### config.mk
export PLATFORM = sky130hd
export DESIGN_NAME = cpu_sequencer
export DESIGN_NICKNAME = d
export VERILOG_FILES = /design/src/rtl/cpu_sequencer.sv
export SDC_FILE = /design/constraint.sdc
export NUM_CORES = 1
export LEC_CHECK = 0
export CAP_MARGIN = 20
export CORE_UTILIZATION = 40
export CTS_CLUSTER_SIZE = 24
export DETAILED_ROUTE_END_ITERATION = 8
export PLACE_DENSITY_LB_ADDON = 0.2
export SLEW_MARGIN = 20
export SYNTH_ARGS = -nofsm -noshare
export SYNTH_HDL_FRONTEND = slang
export SYNTH_SLANG_ARGS = --single-unit
### constraint.sdc
create_clock -name clk -period 1.77 [get_ports clk]
set_clock_uncertainty 0.05 [all_clocks]
set_input_delay 0.2655 -clock clk [delete_from_list [all_inputs] [get_ports clk]]
set_output_delay 0.2655 -clock clk [all_outputs]
set_load 0.01 [all_outputs]
### src/rtl/cpu_sequencer.sv
// cpu_sequencer: single-clock fetch/decode/mem-wait/execute sequencer with run, halt, step and breakpoint control
module cpu_sequencer #(
  parameter int              DATA_W       = 16,
  parameter int              PC_W         = 8,
  parameter int              MEM_LAT      = 1,
  parameter logic [PC_W-1:0] RESET_VECTOR = '0,
  parameter bit              START_RUN    = 1'b1
) (
  input  logic              clk,
  input  logic              rst,
  input  logic              run,
  input  logic              step,
  input  logic              halt_req,
  input  logic              bp_en,
  input  logic [PC_W-1:0]   bp_addr,
  input  logic [DATA_W-1:0] instr_in,
  input  logic              mem_req,
  input  logic              jump_en,
  input  logic [PC_W-1:0]   jump_target,
  output logic [PC_W-1:0]   rom_addr,
  output logic              rom_en,
  output logic [DATA_W-1:0] instr_out,
  output logic              mem_rd_en,
  output logic              exec_en,
  output logic [PC_W-1:0]   pc,
  output logic [2:0]        state,
  output logic              halted,
  output logic [15:0]       retired
);
  typedef enum logic [2:0] {
    S_HALT     = 3'd0,
    S_FETCH    = 3'd1,
    S_ROM_WAIT = 3'd2,
    S_DECODE   = 3'd3,
    S_MEM      = 3'd4,
    S_EXEC     = 3'd5
  } state_e;
  localparam logic [3:0] LAT_M1 = 4'(MEM_LAT > 0 ? MEM_LAT - 1 : 0);
  state_e            state_q, state_d;
  logic [PC_W-1:0]   pc_q, pc_d, pc_next;
  logic [DATA_W-1:0] instr_q, instr_d;
  logic [15:0]       ret_q, ret_d;
  logic [3:0]        cnt_q, cnt_d;
  logic              resume_q, resume_d, step_q, step_d, hreq_q, hreq_d;
  logic              bp_hit, stop;
  assign pc_next = jump_en ? jump_target : pc_q + 1'b1;
  // The first instruction after leaving HALT never re-triggers the breakpoint.
  assign bp_hit  = bp_en && pc_next == bp_addr && !resume_q;
  assign stop    = !run || hreq_q || halt_req || step_q || bp_hit;
  always_comb begin
    state_d  = state_q;
    pc_d     = pc_q;
    instr_d  = instr_q;
    ret_d    = ret_q;
    cnt_d    = cnt_q;
    resume_d = resume_q;
    step_d   = step_q;
    hreq_d   = state_q != S_HALT && (hreq_q || halt_req);
    case (state_q)
      S_HALT: begin
        state_d  = (run || step) ? S_FETCH : S_HALT;
        resume_d = run || step;
        step_d   = !run && step;
      end
      S_FETCH:    state_d = S_ROM_WAIT;
      S_ROM_WAIT: begin
        instr_d = instr_in;
        state_d = S_DECODE;
      end
      S_DECODE: begin
        state_d = (mem_req && MEM_LAT > 0) ? S_MEM : S_EXEC;
        cnt_d   = LAT_M1;
      end
      S_MEM: begin
        cnt_d   = cnt_q - 4'd1;
        state_d = cnt_q == 4'd0 ? S_EXEC : S_MEM;
      end
      S_EXEC: begin
        pc_d     = pc_next;
        ret_d    = ret_q + 16'd1;
        resume_d = 1'b0;
        step_d   = 1'b0;
        hreq_d   = 1'b0;
        state_d  = stop ? S_HALT : S_FETCH;
      end
      default: state_d = S_HALT;
    endcase
  end
  always_ff @(posedge clk) begin
    if (rst) begin
      state_q  <= (START_RUN && !(bp_en && bp_addr == RESET_VECTOR)) ? S_FETCH : S_HALT;
      pc_q     <= RESET_VECTOR;
      instr_q  <= '0;
      ret_q    <= '0;
      cnt_q    <= '0;
      resume_q <= 1'b0;
      step_q   <= 1'b0;
      hreq_q   <= 1'b0;
    end else begin
      state_q  <= state_d;
      pc_q     <= pc_d;
      instr_q  <= instr_d;
      ret_q    <= ret_d;
      cnt_q    <= cnt_d;
      resume_q <= resume_d;
      step_q   <= step_d;
      hreq_q   <= hreq_d;
    end
  end
  // Strobes drop as soon as reset is asserted so an aborted instruction never commits.
  assign rom_en    = !rst && state_q == S_FETCH;
  assign mem_rd_en = !rst && state_q == S_MEM;
  assign exec_en   = !rst && state_q == S_EXEC;
  assign rom_addr  = pc_q;
  assign pc        = pc_q;
  assign instr_out = instr_q;
  assign state     = state_q;
  assign halted    = state_q == S_HALT;
  assign retired   = ret_q;
endmodule

======== Yosys cells after proc, flatten, opt, wreduce, memory -nomap -nowiden ========
Index checks and enable logic that the tools add are counted.
storage, ports and cells
  bits in registers ....................... 50
  latch bits .............................. 0
  RAM bits ................................ 0
  memory bits (read-only) ................. 0
  input port bits ......................... 40
  output and inout port bits .............. 55
  logic and storage cells ................. 52
  memories kept ........................... 0
cells by class
  add/subtract/negate cells ............... 3
  multipliers ............................. 0
  div/mod/pow operators ................... 0
  order comparisons ....................... 0
  equality and inequality tests ........... 6
  shift-type cells ........................ 0
  muxes and demuxes ....................... 11
  bitwise operators ....................... 0
  reduce and logical (&&, ||, !) cells .... 24
operator list
  kind                     number
  $pmux W3 S6              1
  $add A16 B1 Y16 const B  1
  $add A8 B1 Y8 const B    1
  $eq A8 B8 Y1             1
  $logic_and A1 B1 Y1      8
  $logic_not A8 Y1         1
  $mux W8                  1
  $pmux W4 S2              1
  $eq A3 B2 Y1 const B     2
  $eq A3 B3 Y1 const B     2
  $logic_or A1 B1 Y1       6
  $mux W1                  5
  $logic_not A4 Y1         1
  $pmux W1 S2              2
  $reduce_bool A2 Y1       2
  $sub A4 B1 Y4 const B    1
  $eq A3 B1 Y1 const B     1
  $logic_not A1 Y1         3
  $logic_not A3 Y1         1
  $mux W3                  1
  $reduce_bool A3 Y1       1
  $reduce_or A2 Y1         1

======== Depth between registers and ports, before layout ========
  word-level depth ........................ 9
  depth in mapped cells ................... 8

======== Worst setup path after synthesis ========
Ideal clock, no wire load.
  kind .................................... register to register
  from .................................... reg pc_q[0], in the netlist pc[0]
  to ...................................... reg state_q[0], in the netlist state[0]
  library setup time ...................... 0.125 ns
  arrival time ............................ 1.769 ns
  required time ........................... 1.595 ns
  setup slack ............................. -0.174 ns
  cell stages (with the launch flop) ...... 8
  path buffers ............................ 0
  cell sequence ........................... dfxtp_1 ha_1 nand3_4 o21a_1 o31ai_4 xnor2_1 nor4b_2 o22ai_1
on the way
  longest elaborated chain between the ends .. 9
RTL lines
  element                            RTL line  RTL
  start, declared                    40        logic [PC_W-1:0] pc_q, pc_d, pc_next;
  start signal, assigned             101       pc_q <= pc_d;
  $add A8 B1 Y8                      46        assign pc_next = jump_en ? jump_target : pc_q + 1'b1;
  $mux W8                            46
  $eq A8 B8 Y1                       48        assign bp_hit = bp_en && pc_next == bp_addr && !resume_q;
  $logic_and A1 B1 Y1 (2 in series)  48
  $logic_or A1 B1 Y1                 49        assign stop = !run || hreq_q || halt_req || step_q || bp_hit;
  $mux W1                            84        state_d = stop ? S_HALT : S_FETCH;
  $pmux W3 S6                        59        case (state_q)
  $mux W3                            90        if (rst) begin
  end signal, assigned               91        state_q <= (START_RUN && !(bp_en && bp_addr == RESET_VECTOR)) ? S_FETCH : S_HALT;
  end signal, assigned               100       state_q <= state_d;
  end, declared                      39        state_e state_q, state_d;
No other way between the ends.
A chain may end at the register's enable or synchronous reset.

======== Final worst setup path ========
  from .................................... in jump_target[0]
  to ...................................... reg state_q[0], in the netlist state[0]
on the way
  longest elaborated chain between the ends .. 8
RTL lines
  element                            RTL line  RTL
  start, declared                    19        input logic [PC_W-1:0] jump_target,
  $mux W8                            46
  $eq A8 B8 Y1                       48
  $logic_and A1 B1 Y1 (2 in series)  48
  $logic_or A1 B1 Y1                 49
  $mux W1                            84
  $pmux W3 S6                        59
  $mux W3                            90
No other way between the ends.

==> results.json <==
{
  "syn_avg_cell_area_sq_um": 7.995,
  "synthDistinctLibCells": 49,
  "grt_usage_pct": 21.09,
  "crit_arrival_ns": 1.93,
  "root_buffer": "clkbuf_8",
  "synthArstFlopShare_pct": 0,
  "combPwrFrac_pct": 29.1,
  "p_leak_nw": 1.432,
  "synth-edff-count": 0,
  "die_w_microns": 82.35,
  "pwr-share-clk_pct": 27.4,
  "finalSetupTns_ns": -0.02086,
  "grt_max_degree": 29,
  "num_rows": 28,
  "vias_per_cell": 5.169,
  "stdcell_count": 508,
  "critPathMaxFanout": 2,
  "setup_ws_ns": -0.02086,
  "holdWs_ns": 0.1678,
  "insertion_delay_ns": 0.30,
  "drc_errors": 0,
  "slew_headroom_pct": 76.11,
  "io_pins": 95,
  "peakVddDrop_mv": 0.5405,
  "grt_pass1_vias": 2471,
  "io_buffers": 94,
  "grt_pass1_wl_microns": 11000,
  "start_util_pct": 42.61,
  "status": "complete, but fails checks",
  "cp-start-kind": "input port",
  "worst_ep_required_time_ns": 1.91,
  "end_kind": "flop",
  "nFillCells": 537,
  "min-delay-start": "rst",
  "gp_congestion": 0.8589,
  "wirelength_microns": 6814,
  "p_switching_uw": 863.0,
  "cap_violations": 0,
  "fmax_mhz": 558.4,
  "rr_worst_depth": 7,
  "yosysWarnings": 0,
  "syn-num-nets": 366,
  "synth_cells": 323,
  "die_h_microns": 82.35,
  "rrSetupSlack_ns": 0.03,
  "p_int_mw": 2.074,
  "synth_ff_type": "dfxtp_1",
  "dpl-instance-area_sq_mm": 0.003747,
  "hold_path.class": "in2reg",
  "worstMarginPinSlew_ns": 0.3534,
  "reg2reg_to": "state[0]",
  "cts.clk_slew.worst_paths_ns": 0.10,
  "drive_gt1_share_pct": 16.17,
  "place_hpwl_microns": 5118,
  "critical-path-max-stage-delay_ns": 0.44,
  "crit_type": "in2reg",
  "finalMaxSlewViolations": 0,
  "grt_overflow_total": 0,
  "dp.cells": 500,
  "ant_nets": 0,
  "multi_input_area_sq_mm": 0.001474,
  "synth-seq-area-share_pct": 38.76,
  "antenna_found_initial": 0,
  "fin_area_sq_mm": 0.003906,
  "cts_tree": "yes",
  "worstHoldEndpoint": "state[1]",
  "violations": "negative setup slack",
  "r2r_start": "pc[2]",
  "clockBufferDepth": 2,
  "path_cells": "clkdlybuf4s50_1 -> xor2_1 -> o31ai_1 -> o21ai_0 -> nor4_2 -> nor4b_2 -> o22ai_1",
  "slowest_stage": "clkdlybuf4s50_1",
  "synth_area_sq_mm": 0.002582,
  "cpLargestDelayFamily": "compound AO/OA/AOI/OAI gates",
  "hold_depth": 2,
  "n_antenna_cell": 0,
  "die_area_sq_mm": 0.006782,
  "setup_viol": 1,
  "critPathBufInv": 1,
  "ys_seq_elements": 50,
  "coreArea_sq_mm": 0.006061,
  "dr.pass1.iters": 4,
  "vias": 2626,
  "swShare_pct": 29.38,
  "p_per_area_mw_per_mm2": 751.9,
  "rsz0062_at_grt": "yes",
  "final_nets": 475,
  "final_util_pct": 64.45,
  "numCtsBuffers": 5,
  "fin_crit_ns": 1.791,
  "seq_area_sq_mm": 0.001015,
  "htreeDepth": 2,
  "wl_per_cell_microns": 13.41,
  "final_hold_viol_count": 0,
  "area_growth_pct": 51.26,
  "cts_num_sinks": 50,
  "pwr-share-seq_pct": 43.4,
  "drt_iter0_markers": 135,
  "ctsHoldBuffers": 0,
  "post-route-period-util_pct": 101.2
}
sequential cells by signal, summed over array words and instances, names as in the netlist:
register	flops
instr_out	16
retired	16
pc	8
cnt_q	4
state	3
hreq_q	1
resume_q	1
step_q	1
worst reg2reg max path: stages, from the launching register on:
cell	delay [ns]
dfxtp_1	0.37
nand3_2	0.19
buf_4	0.21
xor2_1	0.14
a22oi_1	0.15
a41oi_1	0.15
nor4b_2	0.28
o22ai_1	0.09
layout by cell type (no fill, tap or decap), types with 2 or more instances in the layout:
cell type,instances
clkdlybuf4s50_1,85
nand2_1,58
dfxtp_1,43
buf_4,34
a21oi_1,32
nor2_1,31
xor2_1,18
o21ai_0,12
xnor2_1,8
nor3_1,7
nand3_1,7
dlygate4sd2_1,6
or3_1,5
nand4_1,5
clkbuf_8,5
dfxtp_2,5
inv_1,4
nand2b_1,4
nor4_1,4
and3_1,4
nor3_2,3
nand3b_1,3
o31ai_1,3
a31oi_1,3
nor4b_1,2
a211oi_1,2
a22oi_1,2
o21a_1,2
nor4b_2,2
ha_1,2
clkinv_2,2
dlymetal6s2s_1,2
dfxtp_4,2
Yosys cell counts (2+ instances only):
library cell	n	share of area, %
nand2b_1	4	0.97
or4_2	2	0.68
nand3_1	7	1.4
o21a_1	2	0.58
and3_1	4	0.97
nor2_1	31	4.5
nor4b_1	3	1.0
nand4_1	5	1.2
a21oi_1	32	6.2
clkbuf_1	11	1.6
nand2_1	58	8.4
inv_1	4	0.58
a31oi_1	3	0.73
o31ai_1	3	0.87
a22oi_1	2	0.58
nand3b_1	3	0.87
buf_4	9	2.6
nor4_1	5	1.2
dfxtp_1	50	39
ha_1	3	1.5
nor3_1	9	1.7
xor2_1	18	6.1
buf_2	5	0.97
o21ai_0	13	2.5
a211oi_1	2	0.58
xnor2_1	8	2.7
or3_1	5	1.2
routing by layer:
layer	wire [microns]	GRT usage, %
met4	112	7.719
met1	3092	27.08
met3	424	5.055
met5	0	0
met2	3184	34.21
how the worst max path moves through the flow:
| stage | slack, ns | end | cells past startpoint | from |
|---|---|---|---|---|
| floorplan | 0.0008 | state[0] | 7 | pc[2] |
| global placement | -0.32 | state[0] | 7 | jump_en |
| detailed placement | -0.34 | state[0] | 7 | jump_en |
| CTS | 0.003 | state[0] | 7 | pc[0] |
| global route | -0.12 | state[0] | 7 | pc[0] |
| finish | -0.02 | state[0] | 7 | jump_target[0] |
logic make-up after synthesis:
family | share of synthesized area (%)
AO/OA/AOI/OAI | 14.97
XOR/XNOR | 8.818
adder cells (fa/ha/maj) | 1.454
buffers and inverters | 6.104
flip-flops | 38.76
multiplexers | 0.8236
AND/OR/NAND/NOR | 29.07
per-stage QoR:
stage | total power [mW] | worst slack (ns)
2_1_floorplan | 1.718 | 0.0008493
3_3_place_gp | 2.132 | -0.3222
3_5_place_dp | 2.145 | -0.3367
4_1_cts | 2.952 | 0.003364
5_1_grt | 3.093 | -0.1160
6_report | 2.937 | -0.02086
power groups by stage:
stage                     sequential [mW]  clock, mW  combinational [mW]
after floorplan                      1.31          0               0.405
after global placement               1.29          0               0.839
after detailed placement             1.30          0               0.850
after CTS                            1.28      0.823               0.853
after global routing                 1.29      0.869               0.936
final                                1.28      0.806               0.855
final cells by class:
type,count,share of cell area [%]
clock inverter,3,1.025
tap,75,2.402
clock buffer,5,1.762
sequential,50,25.98
multi-input combinational,242,37.73
timing repair buffer,129,30.72
inverter,4,0.3844
what timing repair did:
action                     CTS  global route
pin swaps                    1             1
buffers inserted             0             0
setup endpoints to repair   10             3
resized for setup           16             8
Note: power is estimated with default switching activity, not from simulation.
